<file path="config.mk">
export PLATFORM = sky130hd
export DESIGN_NAME = maple_in
export DESIGN_NICKNAME = d
export VERILOG_FILES = /design/src/rtl/maple_pkg.sv /design/src/rtl/maple_in_sync.sv /design/src/rtl/maple_in.sv
export SDC_FILE = /design/constraint.sdc
export NUM_CORES = 1
export LEC_CHECK = 0
export ABC_CLOCK_PERIOD_IN_PS = 2300
export CAP_MARGIN = 10
export CORE_MARGIN = 3
export CORE_UTILIZATION = 29
export CTS_BUF_LIST = sky130_fd_sc_hd__clkbuf_4
export CTS_CLUSTER_DIAMETER = 40
export DETAILED_ROUTE_END_ITERATION = 12
export PLACE_DENSITY = 0.47
export SKIP_LAST_GASP = 1
export SLEW_MARGIN = 20
export SYNTH_ARGS = -nofsm -noshare
export SYNTH_HDL_FRONTEND = slang
export SYNTH_SLANG_ARGS = --single-unit
</file>
<file path="constraint.sdc">
create_clock -name clk -period 2.3 [get_ports clk]
set_input_delay 0.575 -clock clk [delete_from_list [all_inputs] [get_ports clk]]
set_output_delay 0.575 -clock clk [all_outputs]
set_load 0.02 [all_outputs]
</file>
<file path="src/rtl/maple_pkg.sv">
// Shared Maple bus definitions: receiver state encoding, pattern pulse counts and byte width.
package maple_pkg;

  typedef enum logic [1:0] {
    ST_IDLE  = 2'd0,
    ST_START = 2'd1,
    ST_DATA  = 2'd2,
    ST_END   = 2'd3
  } maple_state_e;

  localparam int MAPLE_START_PULSES = 4;
  localparam int MAPLE_END_PULSES   = 2;
  localparam int MAPLE_BYTE_W       = 8;

  localparam logic [8:0] MAPLE_BYTE_CNT_MAX = 9'd511;

endpackage

</file>
<file path="src/rtl/maple_in_sync.sv">
// Multi-bit input synchronizer (reset to idle-high) with one extra stage for rise/fall detection.
module maple_in_sync #(
  parameter int STAGES = 2,
  parameter int W      = 2
) (
  input  logic         clk,
  input  logic         rst,
  input  logic [W-1:0] din,
  output logic [W-1:0] level,
  output logic [W-1:0] rise,
  output logic [W-1:0] fall
);

  logic [STAGES-1:0][W-1:0] sync_q, sync_d;
  logic [W-1:0]             prev_q, prev_d;

  // Shift chain: index 0 takes the raw pins, the top index is the synced level.
  always_comb begin
    sync_d = {sync_q[STAGES-2:0], din};
    prev_d = sync_q[STAGES-1];
  end

  // Synchronizer and edge-detect registers.
  always_ff @(posedge clk or negedge rst) begin
    if (!rst) begin
      sync_q <= '1;
      prev_q <= '1;
    end else begin
      sync_q <= sync_d;
      prev_q <= prev_d;
    end
  end

  assign level = sync_q[STAGES-1];
  assign rise  = level & ~prev_q;
  assign fall  = ~level & prev_q;

endmodule

</file>
<file path="src/rtl/maple_in.sv">
// Maple bus receiver: start/end pattern detection and alternating-phase byte decode into a FIFO.
// Watchdog abort of stalled frames is compiled in only when MAPLE_IN_TIMEOUT_EN is defined.
module maple_in
  import maple_pkg::*;
#(
  parameter int SYNC_STAGES    = 2,
  parameter int TIMEOUT_CYCLES = 4096
) (
  input  logic                    clk,
  input  logic                    rst,
  input  logic                    pin1,
  input  logic                    pin5,
  input  logic                    enable,
  output logic [MAPLE_BYTE_W-1:0] fifo_data,
  output logic                    fifo_push,
  input  logic                    fifo_full,
  output logic                    frame_active,
  output logic                    start_seen,
  output logic                    end_seen,
  output logic                    err_framing,
  output logic                    err_overflow,
  output logic                    err_timeout,
  output logic [8:0]              byte_count
);

  localparam logic [2:0] START_CNT = 3'(MAPLE_START_PULSES);

  logic [1:0] lvl_s, rise_s, fall_s;
  logic       p1, p5, r1, f1, r5, f5, e1, e5, any_edge;

  maple_in_sync #(.STAGES(SYNC_STAGES), .W(2)) u_sync (
    .clk   (clk),
    .rst   (rst),
    .din   ({pin5, pin1}),
    .level (lvl_s),
    .rise  (rise_s),
    .fall  (fall_s)
  );

  assign p1 = lvl_s[0];
  assign p5 = lvl_s[1];
  assign r1 = rise_s[0];
  assign f1 = fall_s[0];
  assign r5 = rise_s[1];
  assign f5 = fall_s[1];
  assign e1 = r1 | f1;
  assign e5 = r5 | f5;
  assign any_edge = e1 | e5;

  maple_state_e            state_q, state_d;
  logic [2:0]              pcnt_q, pcnt_d, bcnt_q, bcnt_d;
  logic                    phase_q, phase_d, end_fall_q, end_fall_d;
  logic [MAPLE_BYTE_W-1:0] shreg_q, shreg_d, fifo_data_q, fifo_data_d, new_byte;
  logic [8:0]              byte_count_q, byte_count_d;
  logic                    push_q, push_d, frame_q, frame_d, start_q, start_d, end_q, end_d;
  logic                    ferr_q, ferr_d, ovf_q, ovf_d, tmo_err_q, tmo_err_d;
  logic                    got_bit, bit_val;

`ifdef MAPLE_IN_TIMEOUT_EN
  localparam int               TMO_W    = $clog2(TIMEOUT_CYCLES + 1);
  localparam logic [TMO_W-1:0] TMO_LAST = TMO_W'(TIMEOUT_CYCLES - 1);
  logic [TMO_W-1:0]            tmo_cnt_q, tmo_cnt_d;
`endif

  // Next-state decode. Phase A: p1 clocks data on p5; phase B: p5 clocks data on p1.
  always_comb begin
    state_d      = state_q;
    pcnt_d       = pcnt_q;
    bcnt_d       = bcnt_q;
    phase_d      = phase_q;
    end_fall_d   = end_fall_q;
    shreg_d      = shreg_q;
    byte_count_d = byte_count_q;
    fifo_data_d  = fifo_data_q;
    push_d       = 1'b0;
    start_d      = 1'b0;
    end_d        = 1'b0;
    ferr_d       = 1'b0;
    ovf_d        = 1'b0;
    tmo_err_d    = 1'b0;
    got_bit      = 1'b0;
    bit_val      = 1'b0;
    if (!enable) begin
      state_d = ST_IDLE;
    end else begin
      case (state_q)
        ST_IDLE: begin
          if (f1 && p5) begin
            state_d = ST_START;
            pcnt_d  = 3'd0;
          end else begin
            state_d = ST_IDLE;
          end
        end
        ST_START: begin
          if (e1 && e5) begin
            state_d = ST_IDLE;
            ferr_d  = 1'b1;
          end else if (r1) begin
            if (pcnt_q == START_CNT) begin
              state_d      = ST_DATA;
              start_d      = 1'b1;
              byte_count_d = 9'd0;
              bcnt_d       = 3'd0;
              phase_d      = 1'b0;
            end else begin
              state_d = ST_IDLE;
              ferr_d  = 1'b1;
            end
          end else if (f5) begin
            if (pcnt_q == START_CNT) begin
              state_d = ST_IDLE;
              ferr_d  = 1'b1;
            end else begin
              pcnt_d = pcnt_q + 3'd1;
            end
          end else begin
            pcnt_d = pcnt_q;
          end
        end
        ST_DATA: begin
          if (e1 && e5) begin
            state_d = ST_IDLE;
            ferr_d  = 1'b1;
          end else if (!phase_q) begin
            if (f1) begin
              got_bit = 1'b1;
              bit_val = p5;
              phase_d = 1'b1;
            end else if (e5 && !p1) begin
              state_d = ST_IDLE;
              ferr_d  = 1'b1;
            end else begin
              phase_d = phase_q;
            end
          end else begin
            if (f5) begin
              got_bit = 1'b1;
              bit_val = p1;
              phase_d = 1'b0;
            end else if (r1 && !p5 && bcnt_q == 3'd1) begin
              state_d    = ST_END;
              end_fall_d = 1'b0;
            end else if (e1 && !p5) begin
              state_d = ST_IDLE;
              ferr_d  = 1'b1;
            end else begin
              phase_d = phase_q;
            end
          end
        end
        ST_END: begin
          if (f1 && !e5 && !end_fall_q) begin
            end_fall_d = 1'b1;
          end else if (r5 && !e1 && end_fall_q) begin
            state_d = ST_IDLE;
            end_d   = 1'b1;
          end else if (any_edge) begin
            state_d = ST_IDLE;
            ferr_d  = 1'b1;
          end else begin
            end_fall_d = end_fall_q;
          end
        end
        default: state_d = ST_IDLE;
      endcase
    end

    new_byte = {shreg_q[MAPLE_BYTE_W-2:0], bit_val};
    if (got_bit) begin
      shreg_d = new_byte;
      if (bcnt_q == 3'd7) begin
        bcnt_d = 3'd0;
        if (!fifo_full) begin
          push_d       = 1'b1;
          fifo_data_d  = new_byte;
          byte_count_d = (byte_count_q == MAPLE_BYTE_CNT_MAX) ? byte_count_q : byte_count_q + 9'd1;
        end else begin
          ovf_d = 1'b1;
        end
      end else begin
        bcnt_d = bcnt_q + 3'd1;
      end
    end else begin
      shreg_d = shreg_q;
    end

`ifdef MAPLE_IN_TIMEOUT_EN
    tmo_cnt_d = (state_q == ST_IDLE || any_edge) ? '0 : tmo_cnt_q + TMO_W'(1);
    if (enable && state_q != ST_IDLE && !any_edge && tmo_cnt_q == TMO_LAST) begin
      state_d   = ST_IDLE;
      tmo_err_d = 1'b1;
    end else begin
      tmo_err_d = 1'b0;
    end
`endif

    frame_d = (state_d == ST_DATA) || (state_d == ST_END);
  end

  // State, datapath and registered outputs.
  always_ff @(posedge clk or negedge rst) begin
    if (!rst) begin
      state_q      <= ST_IDLE;
      pcnt_q       <= 3'd0;
      bcnt_q       <= 3'd0;
      phase_q      <= 1'b0;
      end_fall_q   <= 1'b0;
      shreg_q      <= '0;
      byte_count_q <= 9'd0;
      fifo_data_q  <= '0;
      push_q       <= 1'b0;
      frame_q      <= 1'b0;
      start_q      <= 1'b0;
      end_q        <= 1'b0;
      ferr_q       <= 1'b0;
      ovf_q        <= 1'b0;
      tmo_err_q    <= 1'b0;
`ifdef MAPLE_IN_TIMEOUT_EN
      tmo_cnt_q    <= '0;
`endif
    end else begin
      state_q      <= state_d;
      pcnt_q       <= pcnt_d;
      bcnt_q       <= bcnt_d;
      phase_q      <= phase_d;
      end_fall_q   <= end_fall_d;
      shreg_q      <= shreg_d;
      byte_count_q <= byte_count_d;
      fifo_data_q  <= fifo_data_d;
      push_q       <= push_d;
      frame_q      <= frame_d;
      start_q      <= start_d;
      end_q        <= end_d;
      ferr_q       <= ferr_d;
      ovf_q        <= ovf_d;
      tmo_err_q    <= tmo_err_d;
`ifdef MAPLE_IN_TIMEOUT_EN
      tmo_cnt_q    <= tmo_cnt_d;
`endif
    end
  end

  assign fifo_data    = fifo_data_q;
  assign fifo_push    = push_q;
  assign frame_active = frame_q;
  assign start_seen   = start_q;
  assign end_seen     = end_q;
  assign err_framing  = ferr_q;
  assign err_overflow = ovf_q;
  assign err_timeout  = tmo_err_q;
  assign byte_count   = byte_count_q;

endmodule
</file>
* Yosys cells after proc, flatten, opt, wreduce, memory -nomap -nowiden
Cells that the tools add are included.
** Word-level totals
- Register bits :: 46
- Output and inout port bits :: 24
- Word-level logic and storage cells :: 176
** Cells by class
- $add $sub $neg :: 3
- Equal/unequal tests :: 23
- Multiplexer cells :: 96
- Bitwise logic cells :: 8
- Reductions and logical operators :: 29
** Operators with widths (count)
- 9-bit two-way mux :: 9
- 1-bit two-way mux :: 54
- 3-bit two-way mux :: 12
- 2-bit two-way mux :: 16
- 2-bit inequality test (second input constant) :: 13
- 7-bit AND reduction :: 2
- 2-bit nonzero test :: 7
- 1-bit logical AND :: 10
- 9-bit by 1-bit adder with 9-bit output (second input constant) :: 1
- 9-bit equality test (second input constant) :: 1
- 2-bit equality test (second input constant) :: 4
- 2-bit case mux with 4 select lines :: 1
- 3-bit by 1-bit adder with 3-bit output (second input constant) :: 2
- 3-bit equality test (second input constant) :: 2
- 3-bit case mux with 2 select lines :: 1
- 6-bit AND reduction :: 1
- 1-bit zero test :: 5
- 5-bit AND reduction :: 1
- 2-bit AND :: 2
- 4-bit inequality test (second input constant) :: 1
- 2-bit inverter :: 2
- 1-bit case mux with 2 select lines :: 2
- 3-bit by 1-bit equality test with 1-bit output (second input constant) :: 1
- 1-bit OR :: 3
- other kinds (6) :: 6

* Logic depth before layout (Yosys ltp)
Gate-level depths: netlist of the first run.
- Word-level depth :: 13
- Gate-level depth with buffers :: 9
- Gate-level depth less buffers :: 8

* Hierarchy
Synthesis of the first run repeated with hierarchy kept, for this count alone.
** Unflattened totals
- Cells, all modules :: 233
- Area total of the unflattened synthesis :: 2379.8 sq um
** Modules (own cells, without submodules)
- maple_in :: instances 1, cells an instance 223, area an instance 2187.1 sq um, sequential area each 1001.0 sq um
- maple_in_sync :: instances 1, cells an instance 10, area an instance 192.7 sq um, sequential area each 157.7 sq um

* Least setup slack after synthesis of the first run
No wires, ideal clock.
- Path type :: register to register
- Start point :: register u_sync.sync_q (netlist bit u_sync.level[0])
- End point :: register byte_count_q[0] (netlist: byte_count[0])
- Library setup time :: 0.125 ns
- Arrival time :: 1.895 ns
- Required time :: 2.175 ns
- Setup slack :: 0.280 ns
- Stages on the path, launching flop included :: 7
- Path buffers :: 0
- Cells stage by stage :: dfstp_2 inv_1 ha_1 o211a_2 nand4b_4 mux2_4 mux2_4
** On the way
- Longest elaborated chain between the ends :: 10
** Ends and longest elaborated chain
- from (decl) :: RTL line maple_in_sync.sv:14 : logic [STAGES-1:0][W-1:0] sync_q, sync_d;
- from (signal assigned) :: RTL line maple_in_sync.sv:29 : sync_q <= sync_d;
- 2-bit inverter :: RTL line maple_in_sync.sv:36 : assign fall = ~level & prev_q;
- 2-bit AND :: RTL line maple_in_sync.sv:36
- 1-bit OR :: RTL line maple_in.sv:46 : assign e1 = r1 | f1;
- 1-bit logical AND :: RTL line maple_in.sv:96, maple_in.sv:122
- 9-bit two-way mux :: RTL line maple_in.sv:96 : if (e1 && e5) begin
- 9-bit two-way mux :: RTL line maple_in.sv:86 : case (state_q)
- 9-bit two-way mux :: RTL line maple_in.sv:83 : if (!enable) begin
- 9-bit two-way mux :: RTL line maple_in.sv:174 : if (!fifo_full) begin
- 9-bit two-way mux :: RTL line maple_in.sv:172 : if (bcnt_q == 3'd7) begin
- 9-bit two-way mux :: RTL line maple_in.sv:170 : if (got_bit) begin
- to (signal assigned) :: RTL line maple_in.sv:229 : byte_count_q <= byte_count_d;
- to (decl) :: RTL line maple_in.sv:54 : logic [8:0] byte_count_q, byte_count_d;
Several ways; a longest one is shown, not always the timed one.
A chain may end at the register's enable or synchronous reset.

* Worst setup path after layout of the first run
- Start point :: register u_sync.sync_q (netlist bit u_sync.level[0])
- End point :: register byte_count_q[6] (netlist: byte_count[6])
Same word-level chain as after synthesis.

==> impl_metrics.csv, run 1 <==
group,metric,value,unit
die,io_pins,30,
detailed_routing,met3RoutedLength,231,um
clock_tree,cts_root_buffer,"sky130_fd_sc_hd__clkbuf_4",
pwr,switchingPower,389,uW
die,initial_standard_cell_utilization_of_the_core,0.306,
yosys,synth_sequential_area_ratio,0.478,
setup_path,cp-end-kind,"flip-flop",
place,routabilityCongestion,0.843,
global_routing,grt_max_degree,24,
cells_and_area,most_frequent_standard_cell_in_the_layout_excluding_fill_and_tap_cells,"sky130_fd_sc_hd__nand2_1",
yosys,synth_compound_gate_area_share,0.150,
pwr,power_frac_seq,0.566,
detailed_routing,detail_route.wirelength,5.23,mm
setup_path,critPathMaxFanout,12,
clock_tree,clock_latency,0.36,ns
detailed_routing,drt_iter0_markers,132,
pwr,ir_drop_worst_vdd,253,uV
setup_path,critPathLaunchType,"flip-flop",
global_routing,grt_antenna_before_repair,0,
global_routing,via_count_of_the_first_global_routing_pass,1876,
pwr,combinationalPowerShare,0.100,
clock_tree,cts_hold_buf,0,
yosys,post_synth_edffs,0,
yosys,syn_area,2420,um^2
setup_path,timing.critical_path.arrival,2.45,ns
sta,final.min_clock_period,2.18,ns
pwr,power.density,511,nW/um^2
detailed_routing,met1_length,2.55,mm
hold_path,min_path_type,"input pin to asynchronous set/reset pin",
global_routing,global_route_wire_length_before_repair,9.22,mm
clock_tree,cts.sink_count,46,
detailed_routing,avgRoutedWirePerCell,13.1,um
outcome,status,"complete, no violations",
setup_path,rrSetupSlack,0.12,ns
cells_and_area,antenna_cells,0,
place,detailed_place_hpwl,3.95,mm
detailed_routing,top_sig_layer,"met4",
yosys,synthDistinctLibCells,52,
pwr,internal_power,1.14,mW
cells_and_area,fin_util,0.378,
pwr,leakage,1.47,nW
cells_and_area,drive_above_1_share,0.155,
yosys,dominant_combinational_cell_family_by_area_after_synthesis,"simple AND/OR/NAND/NOR gates",
yosys,synth_mux_area_frac,0.0315,
pwr,post-layout-total-power,1.53,mW
cells_and_area,mostFrequentLayoutCells,"56 x sky130_fd_sc_hd__nand2_1, 40 x sky130_fd_sc_hd__dfrtp_1, 27 x sky130_fd_sc_hd__clkdlybuf4s50_1",
yosys,syn-num-nets,274,
detailed_routing,wl_met2,2.38,mm
sta,setup-tns-final,0,ns
sta,fin_skew,0.00833,ns
setup_path,timing.setup.critical_path_class,"flip-flop to flip-flop",
sta,hold_viol_final,0,
cells_and_area,area_growth,23.4,%
sta,setup_violations,0,
setup_path,worstPathRequired,2.57,ns
clock_tree,cts_tree,"yes",
yosys,yosys_most_used_dff,"sky130_fd_sc_hd__dfrtp_1",
global_routing,grt_use_total,0.118,
yosys,synthesis.area_per_instance,9.62,um^2
clock_tree,numCtsBuffers,5,
yosys,synthAdderAreaFrac,0.0826,
sta,final_min_period_over_clock_period,0.950,
detailed_routing,detail_route.first_pass.iterations,4,
place,numPlacedInstances,390,
cells_and_area,sequential_cell_area,1160,um^2
cells_and_area,final_cells,398,
yosys,syn_inst,252,
die,floorplan.rows,32,
sta,slew_viol_final,0,
sta,relSlewSlack,0.619,
sta,fmax,458,MHz
clock_tree,clkSlewWorstSetupHoldPaths,0.14,ns
job,maxCapViolCount,0,
pwr,clkPwrFrac,0.335,
detailed_routing,final_antenna_net_count,0,
cells_and_area,multi_input_area,1170,um^2
global_routing,globalRoute.totalOverflow,0,
yosys,async_flop_share,1.00,
place,port_buffers,28,
detailed_routing,remaining_drc_errors,0,
yosys,synth_simple_gate_area_share,0.213,
detailed_routing,vias_per_cell,4.73,
yosys,synth_warnings,0,
clock_tree,number_of_buffers_between_clock_root_and_the_deepest_sink,2,
cells_and_area,layout.filler_cells,807,
die,die_height,97.4,um
die,core_area,7930,um^2
yosys,postSynthRegisterBits,46,
sta,worstMarginPinSlew,0.570,ns
die,die_w,97.4,um
detailed_routing,vias,1882,
clock_tree,total_number_of_h_tree_levels,2,
sta,rsz0062_at_grt,"no",
cells_and_area,finalNetCount,317,
pwr,power.share.switching,0.254,
yosys,synth-xor-area-share,0,
die,floorplan.die_area,9490,um^2
==> cell type report <==
class / instances / area share
clock buffers: 6 / 0.0151
clock inverters: 2 / 0.0125
inverters: 16 / 0.0205
multi-input cells: 182 / 0.390
flip-flops and latches: 46 / 0.387
well taps: 102 / 0.0426
repair buffers: 44 / 0.132
==> synth_stat cells (all sizes together), types with 3 or more instances <==
cell | instances | area share
a21oi | 9 | 0.019
and3 | 8 | 0.021
nor3 | 5 | 0.010
mux2 | 4 | 0.023
nand2 | 56 | 0.087
nor4 | 3 | 0.0077
nand3 | 10 | 0.023
inv | 15 | 0.023
nor2 | 14 | 0.023
ha | 16 | 0.083
o21ai | 14 | 0.030
buf | 8 | 0.019
dfrtp | 40 | 0.41
dfstp | 6 | 0.065
o31ai | 3 | 0.0093
a221o | 3 | 0.012
a211o | 5 | 0.018
==> worst paths after layout <==
check | cells after the start | endpoint | from
max reg2reg | 8 | byte_count[6] | u_sync.level[0]
max in group asynchronous | 2 | fifo_data[0] | rst
max | 8 | byte_count[6] | u_sync.level[0]
min | 1 | pcnt_q[0] | rst
min in group clk | 0 | u_sync.level[1] | u_sync.sync_d[3]
min reg2reg | 0 | u_sync.level[1] | u_sync.sync_d[3]
==> logic make-up (layout without fill, tap and decap cells) <==
kind of cell / count (synthesis) / in the layout
AND/OR/NAND/NOR: 107 / 107
AO/OA/AOI/OAI: 52 / 52
flip-flops: 46 / 46
buffers and inverters: 24 / 68
adder cells (fa/ha/maj): 16 / 16
multiplexers: 6 / 6
other: 1 / 1
==> power by group through the flow <==
stage	clock (mW)	combinational, mW	sequential (mW)
5_1_grt	0.571	0.175	0.872
3_5_place_dp	0	0.153	0.880
3_3_place_gp	0	0.154	0.878
4_1_cts	0.536	0.153	0.865
6_report	0.512	0.153	0.865
2_1_floorplan	0	0.0925	0.874
==> worst max-delay path, stage by stage (launching register included) <==
cell and delay [ns]:
sky130_fd_sc_hd__dfstp_2 0.60, sky130_fd_sc_hd__inv_1 0.05, sky130_fd_sc_hd__ha_1 0.35, sky130_fd_sc_hd__o211a_2 0.31, sky130_fd_sc_hd__nand4b_4 0.11, sky130_fd_sc_hd__inv_2 0.07, sky130_fd_sc_hd__buf_4 0.17, sky130_fd_sc_hd__and3_1 0.17
sky130_fd_sc_hd__a211o_1 0.26
==> what timing repair did <==
item	in CTS	in global routing
endpoints found under the setup margin	0	3
setup buffers	0	0
gates resized for setup	0	1
==> registers in the layout, indices dropped and copies added (netlist names) <==
name,cells
err_framing,1
shreg_q,7
byte_count,9
state_q,2
bcnt_q,3
pcnt_q,3
frame_active,1
end_fall_q,1
fifo_data,8
start_seen,1
err_overflow,1
u_sync.prev_q,2
u_sync.sync_d,2
end_seen,1
fifo_push,1
phase_q,1
u_sync.level,2
==> metrics by stage <==
step / setup slack (ns) / hold slack, ns / instance area [um^2]
floorplan: 0.280 / 0.279 / 2420
global placement: 0.0300 / 0.346 / 2900
detailed placement: 0.0216 / 0.348 / 2900
CTS: 0.112 / 0.0247 / 2990
global route: 0.0207 / 0.0257 / 2990
finish: 0.116 / 0.0373 / 2990
==> routing by layer <==
metal | GRT usage | up-vias
met1 | 0.167 | 874
met2 | 0.182 | 40
met5 | 0 | -
li1 | - | 962
met3 | 0.0266 | 6
met4 | 0.0351 | 0
No activity file was read; power rests on OpenSTA's default activity.
==> run 2, diff against run 1 <==
--- a/config.mk
+++ b/config.mk
@@ -9,7 +9,7 @@
 export CAP_MARGIN = 10
 export CORE_MARGIN = 3
 export CORE_UTILIZATION = 29
-export CTS_BUF_LIST = sky130_fd_sc_hd__clkbuf_4
+export CTS_BUF_LIST = sky130_fd_sc_hd__clkbuf_4 sky130_fd_sc_hd__clkbuf_8
 export CTS_CLUSTER_DIAMETER = 40
 export DETAILED_ROUTE_END_ITERATION = 12
 export PLACE_DENSITY = 0.47
==> impl_metrics.csv, run 2 (same netlist as run 1, synthesis figures left out) <==
group,metric,value,unit
pwr,power_frac_seq,0.529,
sta,rsz0062_at_grt,"no",
place,placed_cell_area,2900,um^2
global_routing,global_route_wire_length_before_repair,9.20,mm
detailed_routing,met1_length,2.55,mm
setup_path,timing.critical_path.arrival,2.37,ns
sta,final.min_clock_period,2.18,ns
clock_tree,number_of_buffers_between_clock_root_and_the_deepest_sink,2,
cells_and_area,fin_util,0.381,
die,core_area,7930,um^2
cells_and_area,layout.filler_cells,807,
die,floorplan.die_area,9490,um^2
pwr,power.density,541,nW/um^2
detailed_routing,top_sig_layer,"met4",
detailed_routing,drt_iter0_markers,123,
clock_tree,total_number_of_h_tree_levels,2,
pwr,ir_drop_worst_vdd,226,uV
setup_path,worstPathCellList,"inv_1 -> ha_1 -> o211a_2 -> nand4b_4 -> inv_2 -> buf_4 -> and3_1 -> a211o_1",
detailed_routing,wl_met2,2.38,mm
cells_and_area,largest_reg_flops,9,
pwr,post-layout-total-power,1.64,mW
detailed_routing,avgRoutedWirePerCell,13.1,um
setup_path,worstPathRequired,2.50,ns
cells_and_area,antenna_cells,0,
global_routing,grt_use_total,0.118,
setup_path,timing.setup.critical_path_class,"flip-flop to flip-flop",
clock_tree,clock_latency,0.30,ns
clock_tree,clkSlewWorstSetupHoldPaths,0.09,ns
cells_and_area,area_growth,24.7,%
clock_tree,cts_hold_buf,0,
pwr,power.share.switching,0.246,
detailed_routing,detail_route.first_pass.iterations,4,
detailed_routing,vias_per_cell,4.76,
setup_path,worst_path_max_delay_cell,"sky130_fd_sc_hd__dfstp_2",
place,detailed_place_hpwl,3.95,mm
hold_path,min_path_type,"input pin to asynchronous set/reset pin",
setup_path,critPathLaunchType,"flip-flop",
clock_tree,cts.sink_count,46,
sta,fmax,459,MHz
cells_and_area,most_frequent_standard_cell_in_the_layout_excluding_fill_and_tap_cells,"sky130_fd_sc_hd__nand2_1",
clock_tree,numCtsBuffers,5,
clock_tree,cts_root_buffer,"sky130_fd_sc_hd__clkbuf_8",
cells_and_area,postLayoutCellArea,3020,um^2
die,die_w,97.4,um
global_routing,via_count_of_the_first_global_routing_pass,1872,
pwr,clkPwrFrac,0.378,
outcome,status,"complete, no violations",
setup_path,slowest_delay,0.59,ns
die,die_height,97.4,um
global_routing,grt_max_degree,24,
global_routing,globalRoute.totalOverflow,0,
die,floorplan.rows,32,
global_routing,grt_antenna_before_repair,0,
sta,slew_viol_final,0,
sta,fin_skew,0.00555,ns
sta,setup-tns-final,0,ns
detailed_routing,vias,1895,
job,maxCapViolCount,0,
cells_and_area,finalNetCount,317,
cells_and_area,mostFrequentLayoutCells,"56 x sky130_fd_sc_hd__nand2_1, 40 x sky130_fd_sc_hd__dfrtp_1, 27 x sky130_fd_sc_hd__clkdlybuf4s50_1",
die,initial_standard_cell_utilization_of_the_core,0.306,
sta,final_min_period_over_clock_period,0.947,
clock_tree,cts_tree,"yes",
place,routabilityCongestion,0.843,
die,io_pins,30,
detailed_routing,met3RoutedLength,226,um
sta,setup_violations,0,
detailed_routing,remaining_drc_errors,0,
detailed_routing,detail_route.wirelength,5.23,mm
setup_path,worstPathBufferInverterCount,3,
sta,worstMarginPinSlew,0.574,ns
sta,relSlewSlack,0.616,
pwr,internal_power,1.23,mW
sta,hold_viol_final,0,
place,port_buffers,28,
pwr,combinationalPowerShare,0.093,
sta,worst_hold_margin,0.114,ns
cells_and_area,drive_above_1_share,0.155,
setup_path,cp-end-kind,"flip-flop",
setup_path,critPathTopFamily,"flip-flops",
pwr,leakage,1.48,nW
setup_path,critPathMaxFanout,12,
pwr,switchingPower,402,uW
detailed_routing,final_antenna_net_count,0,
==> run 2: changes by cell type in the layout (fill, tap and decap cells not counted) <==
cell,delta
sky130_fd_sc_hd__clkbuf_8,+5
sky130_fd_sc_hd__clkbuf_4,-5
==> run 2: per-layer routing <==
metal / vias up / track usage
met5: - / 0
met4: 0 / 0.0383
met3: 6 / 0.0244
met2: 41 / 0.180
met1: 882 / 0.167
li1: 966 / -
==> run 2: stage by stage <==
step | instances | worst slack [ns]
after global routing | 398 | 0.0205
after CTS | 398 | 0.117
after detailed placement | 390 | 0.0216
after global placement | 390 | 0.0300
after floorplan | 252 | 0.280
final | 398 | 0.122
==> run 2: power by group through the flow <==
| stage | Combinational [mW] | Clock (mW) | Sequential [mW] |
|---|---|---|---|
| 6_report | 0.152 | 0.619 | 0.865 |
| 5_1_grt | 0.175 | 0.674 | 0.871 |
| 4_1_cts | 0.153 | 0.644 | 0.864 |
| 3_5_place_dp | 0.153 | 0 | 0.880 |
| 3_3_place_gp | 0.154 | 0 | 0.878 |
| 2_1_floorplan | 0.0925 | 0 | 0.874 |
==> run 2: final cells by class <==
cell class,count,area (um^2),share of cell area
sequential,46,1160,0.383
clock inverter,2,37.5,0.0124
clock buffer,6,76.3,0.0252
inverter,16,61.3,0.0203
timing repair buffer,44,395,0.131
tap,102,128,0.0422
multi-input combinational,182,1170,0.386
==> run 2: worst paths after layout <==
| check | depth (start not counted) | from | slack, ns | to |
|---|---|---|---|---|
| setup / recovery | 8 | u_sync.level[0] | 0.12 | byte_count[6] |
| hold / removal | 1 | rst | 0.11 | pcnt_q[0] |
| setup reg to reg | 8 | u_sync.level[0] | 0.12 | byte_count[6] |
| hold reg to reg | 0 | u_sync.sync_d[3] | 0.36 | u_sync.level[1] |
| max in group asynchronous | 2 | rst | 1.64 | byte_count[4] |
| min in group clk | 0 | u_sync.sync_d[3] | 0.36 | u_sync.level[1] |
==> run 2: what timing repair did <==
item,CTS,global route
setup endpoints to repair,0,3
buffers inserted,0,0
resized for setup,0,1
endpoints found under the hold margin,0,0
==> run 2: worst register-to-register path, stage by stage, from the launching register on <==
cell	delay, ns
sky130_fd_sc_hd__dfstp_2	0.59
sky130_fd_sc_hd__inv_1	0.05
sky130_fd_sc_hd__ha_1	0.35
sky130_fd_sc_hd__o211a_2	0.31
sky130_fd_sc_hd__nand4b_4	0.11
sky130_fd_sc_hd__inv_2	0.07
sky130_fd_sc_hd__buf_4	0.17
sky130_fd_sc_hd__and3_1	0.17
sky130_fd_sc_hd__a211o_1	0.26
==> run 3, diff against run 2 <==
--- a/config.mk
+++ b/config.mk
@@ -12,6 +12,7 @@
 export CTS_BUF_LIST = sky130_fd_sc_hd__clkbuf_4 sky130_fd_sc_hd__clkbuf_8
 export CTS_CLUSTER_DIAMETER = 40
 export DETAILED_ROUTE_END_ITERATION = 12
+export GPL_TIMING_DRIVEN = 1
 export PLACE_DENSITY = 0.47
 export SKIP_LAST_GASP = 1
 export SLEW_MARGIN = 20
==> results of run 3 <==
Final layout, timing and power as in run 2 (identical DEF).
